[config.mk]
export PLATFORM = sky130hd
export DESIGN_NAME = pipe_ctrl_regs
export DESIGN_NICKNAME = d
export VERILOG_FILES = /design/src/rtl/pipe_ctrl_regs_pkg.sv /design/src/rtl/pipe_ctrl_regs_stage.sv /design/src/rtl/pipe_ctrl_regs.sv
export SDC_FILE = /design/constraint.sdc
export NUM_CORES = 1
export LEC_CHECK = 0
export ABC_AREA = 1
export CORE_MARGIN = 4
export CORE_UTILIZATION = 30
export DETAILED_ROUTE_END_ITERATION = 7
export PLACE_DENSITY = 0.53
export SYNTH_ARGS = -nofsm -noshare
export SYNTH_HDL_FRONTEND = slang
export SYNTH_SLANG_ARGS = --single-unit
[constraint.sdc]
create_clock -name clock -period 2.15 [get_ports clock]
set_input_delay 0.215 -clock clock [delete_from_list [all_inputs] [get_ports clock]]
set_output_delay 0.215 -clock clock [all_outputs]
set_load 0.03 [all_outputs]
[src/rtl/pipe_ctrl_regs_pkg.sv]
// Shared CPU pipeline definitions: field widths, link register, next-PC
// encodings and the per-stage control records carried by the pipeline.
package pipe_ctrl_regs_pkg;

    localparam int ALUC_W = 4;
    localparam int REG_W  = 5;
    localparam int CNT_W  = 16;

    localparam logic [REG_W-1:0] LINK_REG = 5'd31;

    typedef enum logic [1:0] {
        PCS_SEQ    = 2'b00,
        PCS_BRANCH = 2'b01,
        PCS_JR     = 2'b10,
        PCS_JUMP   = 2'b11
    } pcsource_e;

    typedef struct packed {
        logic              wreg;
        logic              m2reg;
        logic              wmem;
        logic              jal;
        logic              aluimm;
        logic              shift;
        logic [ALUC_W-1:0] aluc;
        logic [REG_W-1:0]  rn;
    } e_ctrl_t;

    typedef struct packed {
        logic             wreg;
        logic             m2reg;
        logic             wmem;
        logic [REG_W-1:0] rn;
    } m_ctrl_t;

    typedef struct packed {
        logic             wreg;
        logic             m2reg;
        logic [REG_W-1:0] rn;
    } w_ctrl_t;

    // Event counters stick at all-ones instead of wrapping.
    function automatic logic [CNT_W-1:0] sat_inc(input logic [CNT_W-1:0] v);
        return (v == {CNT_W{1'b1}}) ? v : v + {{(CNT_W-1){1'b0}}, 1'b1};
    endfunction

endpackage

[src/rtl/pipe_ctrl_regs_stage.sv]
// Generic pipeline stage register: asynchronous clear on reset and a
// synchronous clear used to inject a bubble.
module pipe_stage_reg #(
    parameter int N = 8
) (
    input  logic         clock,
    input  logic         reset,
    input  logic         clear,
    input  logic [N-1:0] d,
    output logic [N-1:0] q
);

    logic [N-1:0] q_q;

    // Stage storage; clear takes precedence over capture.
    always_ff @(posedge clock or posedge reset) begin
        if (reset) begin
            q_q <= {N{1'b0}};
        end else if (clear) begin
            q_q <= {N{1'b0}};
        end else begin
            q_q <= d;
        end
    end

    assign q = q_q;

endmodule

[src/rtl/pipe_ctrl_regs.sv]
// Control-signal pipeline registers (D->E->M->W) with load-use stall and
// control-transfer squash handling, plus saturating stall/bubble counters.
module pipe_ctrl_regs
    import pipe_ctrl_regs_pkg::*;
(
    input  logic              clock,
    input  logic              reset,
    input  logic              wreg,
    input  logic              m2reg,
    input  logic              wmem,
    input  logic              jal,
    input  logic              regrt,
    input  logic              aluimm,
    input  logic              shift,
    input  logic              sext,
    input  logic [ALUC_W-1:0] aluc,
    input  logic [1:0]        pcsource,
    input  logic              wpcir,
    input  logic [REG_W-1:0]  rd,
    input  logic [REG_W-1:0]  rt,
    output logic              ewreg,
    output logic              em2reg,
    output logic              ewmem,
    output logic              ejal,
    output logic              ealuimm,
    output logic              eshift,
    output logic [ALUC_W-1:0] ealuc,
    output logic [REG_W-1:0]  ern,
    output logic              ebubble,
    output logic              mwreg,
    output logic              mm2reg,
    output logic              mwmem,
    output logic [REG_W-1:0]  mrn,
    output logic              wwreg,
    output logic              wm2reg,
    output logic [REG_W-1:0]  wrn,
    output logic [CNT_W-1:0]  stall_cnt,
    output logic [CNT_W-1:0]  bubble_cnt
);

    e_ctrl_t          e_d;
    e_ctrl_t          e_q;
    m_ctrl_t          m_d;
    m_ctrl_t          m_q;
    w_ctrl_t          w_d;
    w_ctrl_t          w_q;
    logic [REG_W-1:0] drn_s;
    logic [REG_W-1:0] ern_s;
    logic             e_clear_s;
    logic             ebubble_d;
    logic             ebubble_q;
    logic [CNT_W-1:0] stall_cnt_d;
    logic [CNT_W-1:0] stall_cnt_q;
    logic [CNT_W-1:0] bubble_cnt_d;
    logic [CNT_W-1:0] bubble_cnt_q;
    logic             sext_unused_s;

    // Sign-extension select only matters to the datapath in decode.
    assign sext_unused_s = sext;

    assign drn_s     = regrt ? rt : rd;
    assign e_clear_s = ~wpcir | ebubble_q;
    assign ern_s     = e_q.jal ? LINK_REG : e_q.rn;

    // Pack decode controls into the E-stage record.
    always_comb begin
        e_d        = '{default: 1'b0};
        e_d.wreg   = wreg;
        e_d.m2reg  = m2reg;
        e_d.wmem   = wmem;
        e_d.jal    = jal;
        e_d.aluimm = aluimm;
        e_d.shift  = shift;
        e_d.aluc   = aluc;
        e_d.rn     = drn_s;
    end

    // M and W simply follow the previous stage; mrn takes the resolved ern.
    always_comb begin
        m_d       = '{default: 1'b0};
        m_d.wreg  = e_q.wreg;
        m_d.m2reg = e_q.m2reg;
        m_d.wmem  = e_q.wmem;
        m_d.rn    = ern_s;
        w_d       = '{default: 1'b0};
        w_d.wreg  = m_q.wreg;
        w_d.m2reg = m_q.m2reg;
        w_d.rn    = m_q.rn;
    end

    pipe_stage_reg #(.N($bits(e_ctrl_t))) u_de (
        .clock (clock),
        .reset (reset),
        .clear (e_clear_s),
        .d     (e_d),
        .q     (e_q)
    );

    pipe_stage_reg #(.N($bits(m_ctrl_t))) u_em (
        .clock (clock),
        .reset (reset),
        .clear (1'b0),
        .d     (m_d),
        .q     (m_q)
    );

    pipe_stage_reg #(.N($bits(w_ctrl_t))) u_mw (
        .clock (clock),
        .reset (reset),
        .clear (1'b0),
        .d     (w_d),
        .q     (w_q)
    );

    // A stall freezes the squash flag so the pending squash still applies
    // once decode moves again; a squashed transfer cannot re-arm it.
    always_comb begin
        ebubble_d    = ebubble_q;
        stall_cnt_d  = stall_cnt_q;
        bubble_cnt_d = bubble_cnt_q;
        if (!wpcir) begin
            stall_cnt_d = sat_inc(stall_cnt_q);
        end else begin
            ebubble_d = (pcsource_e'(pcsource) != PCS_SEQ) && !ebubble_q;
            if (ebubble_q) begin
                bubble_cnt_d = sat_inc(bubble_cnt_q);
            end else begin
                bubble_cnt_d = bubble_cnt_q;
            end
        end
    end

    // Squash flag and event counter state.
    always_ff @(posedge clock or posedge reset) begin
        if (reset) begin
            ebubble_q    <= 1'b0;
            stall_cnt_q  <= 16'd0;
            bubble_cnt_q <= 16'd0;
        end else begin
            ebubble_q    <= ebubble_d;
            stall_cnt_q  <= stall_cnt_d;
            bubble_cnt_q <= bubble_cnt_d;
        end
    end

    assign ewreg      = e_q.wreg;
    assign em2reg     = e_q.m2reg;
    assign ewmem      = e_q.wmem;
    assign ejal       = e_q.jal;
    assign ealuimm    = e_q.aluimm;
    assign eshift     = e_q.shift;
    assign ealuc      = e_q.aluc;
    assign ern        = ern_s;
    assign ebubble    = ebubble_q;
    assign mwreg      = m_q.wreg;
    assign mm2reg     = m_q.m2reg;
    assign mwmem      = m_q.wmem;
    assign mrn        = m_q.rn;
    assign wwreg      = w_q.wreg;
    assign wm2reg     = w_q.m2reg;
    assign wrn        = w_q.rn;
    assign stall_cnt  = stall_cnt_q;
    assign bubble_cnt = bubble_cnt_q;

endmodule

# Yosys cells after proc, flatten, opt, wreduce, memory -nomap -nowiden
# Cells that the tools add are included.
# totals
regBits	63
latchBits	0
ramBits	0
rom_bits	0
output_inout_bits	63
wordCells	22
n_memories	0
# op_classes
add_sub_neg	2
multipliers	0
div	0
n_lt_le_gt_ge	0
eq_ne	2
shift	0
muxes	3
bitwise_logic	4
n_reduce_logical	5
# op_table
cell	n
adder 16 x 1 -> 16 bit (second input constant)	2
equality test 16 bit (second input constant)	2
two-way mux 15 bit	1
two-way mux 5 bit	2
NOT 1 bit	3
AND reduction 3 bit	1
AND reduction 2 bit	1
nonzero test 2 bit	1
logical AND 1 bit	1
zero test 1 bit	1
OR 1 bit	1

# Longest topological paths before layout
# logic_depth
depth_word	3
depth_mapped	10

# Modules after synthesis
# A second synthesis with hierarchy kept.
# hier_totals
hier_cells	409
hier_area_um2	3175.5
# by_module_without_submodules
module	instances	cells_per_inst	area_each_um2
pipe_ctrl_regs	1	314	2165.8
pipe_stage_reg (u_de)	1	47	503.0
pipe_stage_reg (u_em)	1	26	275.3
pipe_stage_reg (u_mw)	1	22	231.5

# Worst setup path after synthesis
# Ideal clock, no wire load.
# synth_path
path_type	flip-flop to flip-flop
start	register bubble_cnt_q[0], in the netlist bubble_cnt[0]
end	register bubble_cnt_q[12], in the netlist bubble_cnt[12]
arrival_ns	1.534
required_time_ns	2.032
slack_ns	0.498
path_stages_with_launch	10
path_buffers	1
period_less_slack_ns	1.652
path_cell_list	dfrtp_1 ha_1 nand2_1 nor2_2 nand2_4 nor2_4 nor2_4 buf_6 nand3_1 nand2_1
# synth_between
elab_chain_len	3
# synth_lines
item	line_no	text
start: declaration	pipe_ctrl_regs.sv:55	logic [CNT_W-1:0] bubble_cnt_q;
start signal: assignment	pipe_ctrl_regs.sv:142	bubble_cnt_q <= bubble_cnt_d;
branches (longest 3 deep; another with adder 16 x 1 -> 16 bit)	-	
# Several ways; the timed one is not identified.
# A chain may end at the register's enable or synchronous reset.

# Worst setup path after layout
# layout_path
start	register u_de.q_q[11], in the netlist u_de.q[11]
end	output ern[1]
# layout_between
elab_chain_len	1
# layout_lines
item	line_no	text
start: declaration	pipe_ctrl_regs_stage.sv:13	logic [N-1:0] q_q;
start signal: assignment	pipe_ctrl_regs_stage.sv:18	q_q <= {N{1'b0}};
start signal: assignment	pipe_ctrl_regs_stage.sv:20	q_q <= {N{1'b0}};
two-way mux 5 bit	pipe_ctrl_regs.sv:63	assign ern_s = e_q.jal ? LINK_REG : e_q.rn;
end: declaration	pipe_ctrl_regs.sv:28	output logic [REG_W-1:0] ern,
# Every way passes these cells.

==> qor.txt <==
DR vias: 2595
crit-path max cell delay: 0.61 ns
CP max FO: 6
Cell Pwr Density: 839 nW/µm²
Clock Power Share: 31.9%
Slew headroom: 63.2%
Sw Ratio: 32.9%
Synth top cells by count: nand2_1 (125), dfrtp_1 (63), inv_1 (46)
CP Buf/Inv Count: 1
crit path time final: 1.89 ns
Cell Chain, Critical Path: or2_2 -> clkdlybuf4s50_1
Hold-fix buffers, CTS: 0
P&R area growth vs syn: 40.5%
Nets: 491
Clock Skew: 0.0107 ns
remaining global-route overflow: 0
CTS buffer count: 9
Mapped Area: 2990 µm²
Clk pin slew, worst setup/hold paths: 0.08 ns
Peak VDD IR: 0.364 mV
synth unique cells: 26
initial antenna violation count: 0
Top delay family on crit path: buffers and inverters
Worst-Skew Late Latency: 0.33 ns
Leakage: 1.95 nW
final-report max-slew violation count: 0
count of final setup violators: 0
Hold Path Class: primary input to asynchronous set/reset pin
Routed wire per std cell: 12.0 µm
chip width: 108 µm
Via-to-Cell Ratio: 4.33
slowest cell on the critical path: clkdlybuf4s50_1
router iterations before antenna repair: 4
routability cong.: 0.788
Critical Path End Type: output pin
Post-DP Area: 3990 µm²
Root Driver: clkbuf_8
Final period util: 87.8%
Max clock buf depth: 2
Worst Path Class, Setup: register to output pin
simple-gate share of the synthesized area: 32.6%
Data required, critical path: 1.93 ns
combinational fraction of design power: 26.7%
depth of the CTS H-tree: 3
WL final: 7200 µm
top post-synthesis cells by area: dfrtp_1 (53%), nand2_1 (16%), inv_1 (5.8%)
worst endpoint data arrival time: 1.67 ns
top cell type by total area after synthesis: dfrtp_1
CTS tree: built
#FFs+latches synth: 63
vias in the first global route: 2461
Seq/Total Area, Yosys: 52.7%
Fmax: 530 MHz
Post-DRT Antenna Nets: 0
Core ar.: 9730 µm²
1st-iter DRT viols: 77
Internal Pwr Total: 0.00237 W
total negative setup slack: 0 ns
XOR/XNOR Fraction of Synth Area: 2.93%
Most used DFF post-synth: dfrtp_1
cells after synthesis: 370
PortBufs: 88
# rows: 36
num ports: 90
share of layout cells above drive strength 1: 7.71%
largest family of logic cells by synthesized area: simple AND/OR/NAND/NOR gates
Synth Warn #: 0
net switching power: 0.00116 W
final hold violations: 0
most common cell in the synthesized netlist: nand2_1
Worst-Margin Slew: 0.551 ns
post-synthesis mux area share: 0%
Tot GR Track Use: 12.7%
Synth Area in Compound Gates: 2.34%
Sequential Power Share: 41.4%
Initial Util: 30.8%
adder-cell share of the synthesized area: 0.836%
die area: 11600 µm²
# DRC: 0
post-route cell area: 4210 µm²
top-area cell type share of the netlist area: 52.7%
Max Cap Viol: 0
DP Wirelength: 5230 µm
largest net degree at the start of global routing: 64
ys async rst share: 100%
number of flops mapped to enable cells by yosys: 0
Mapped Nets: 399
Die Height: 108 µm
RSZ-0062 raised after global routing: no
Diodes inserted: 0
crit start category: register
outcome: completed
global-route wire length before repair: 11800 µm
Mean Syn Cell Area: 8.09 µm²
clock sinks: 63
WHS: 0.271 ns
Setup Buffers After CTS: 0
-- through the flow --
step	utilization (%)	setup slack [ns]	power (W)	instances
floorplan	-	0.365	0.00202	370
global route	43.2	0.185	0.00371	600
detailed placement	41.0	0.201	0.00244	584
finish	43.2	0.263	0.00353	600
CTS	43.2	0.166	0.00358	600
global placement	41.0	0.245	0.00243	584
-- per-layer routing --
layer / vias to the layer above / GRT usage, % / share of wire [%]
met3: 9 / 3.54 / 5.7
met4: 0 / 4.42 / 1.3
met2: 67 / 20.5 / 48
li1: 1313 / - / -
met5: - / 0 / 0
met1: 1206 / 16.4 / 45
-- final cells by class --
cell class / instances / area [µm²]
multi-input combinational: 250 / 1160
fill: 1016 / 5520
clock inverter: 6 / 83.8
tap: 133 / 166
timing repair buffer: 91 / 916
sequential: 63 / 1580
clock buffer: 10 / 128
inverter: 47 / 176
-- cell usage in the layout, fill, tap and decap left out, types with 3 or more instances in the layout --
cell,n
inv_1,45
nor2_4,3
nand3b_1,3
a21oi_1,5
clkbuf_8,9
o21ai_0,4
dfrtp_1,63
o21ai_1,5
or2_2,5
xnor2_1,6
nand2_1,125
nand3_1,30
clkdlybuf4s50_1,88
nor2_1,40
nand2_2,4
clkinv_2,3
nand4_1,8
xor2_1,4
-- power groups by stage --
stage | clock network (W) | logic [W] | registers [W]
2_1_floorplan | 0 | 0.000310 | 0.00171
6_report | 0.00113 | 0.000942 | 0.00146
5_1_grt | 0.00121 | 0.00102 | 0.00149
3_5_place_dp | 0 | 0.000949 | 0.00149
4_1_cts | 0.00116 | 0.000956 | 0.00146
3_3_place_gp | 0 | 0.000942 | 0.00149
-- worst min-delay path, delay by kind of cell --
kind,cells,cell delay (ns)
buffers and inverters,3,0.79
-- timing repair --
action	4_1_cts	5_1_grt
resized for setup	0	1
endpoints found under the setup margin	0	5
endpoints found under the hold margin	0	0
-- sequential cells by signal, summed over array words and instances (netlist names) --
| register | count |
|---|---|
| ebubble | 1 |
| u_de.q | 15 |
| bubble_cnt | 16 |
| stall_cnt | 16 |
| u_em.q | 8 |
| u_mw.q | 7 |
-- kinds of logic (layout without fill, tap and decap cells) --
logic type,count (synthesis),after routing
AO/OA/AOI/OAI,14,14
adder cells (fa/ha/maj),2,2
buffers and inverters,57,154
XOR/XNOR,10,10
AND/OR/NAND/NOR,224,224
flip-flops,63,63
-- worst paths after layout --
path | start | depth (start not counted) | endpoint | slack (ns)
max reg2reg | stall_cnt[1] | 8 | stall_cnt[10] | 0.43
min reg2reg | u_em.q[6] | 0 | u_mw.q[5] | 0.37
max | u_de.q[11] | 2 | ern[1] | 0.26
min | reset | 3 | u_de.q[7] | 0.27
min in group clock | u_em.q[6] | 0 | u_mw.q[5] | 0.37
max in group asynchronous | reset | 3 | bubble_cnt[0] | 1.62
No activity file was read; power rests on OpenSTA's default activity.
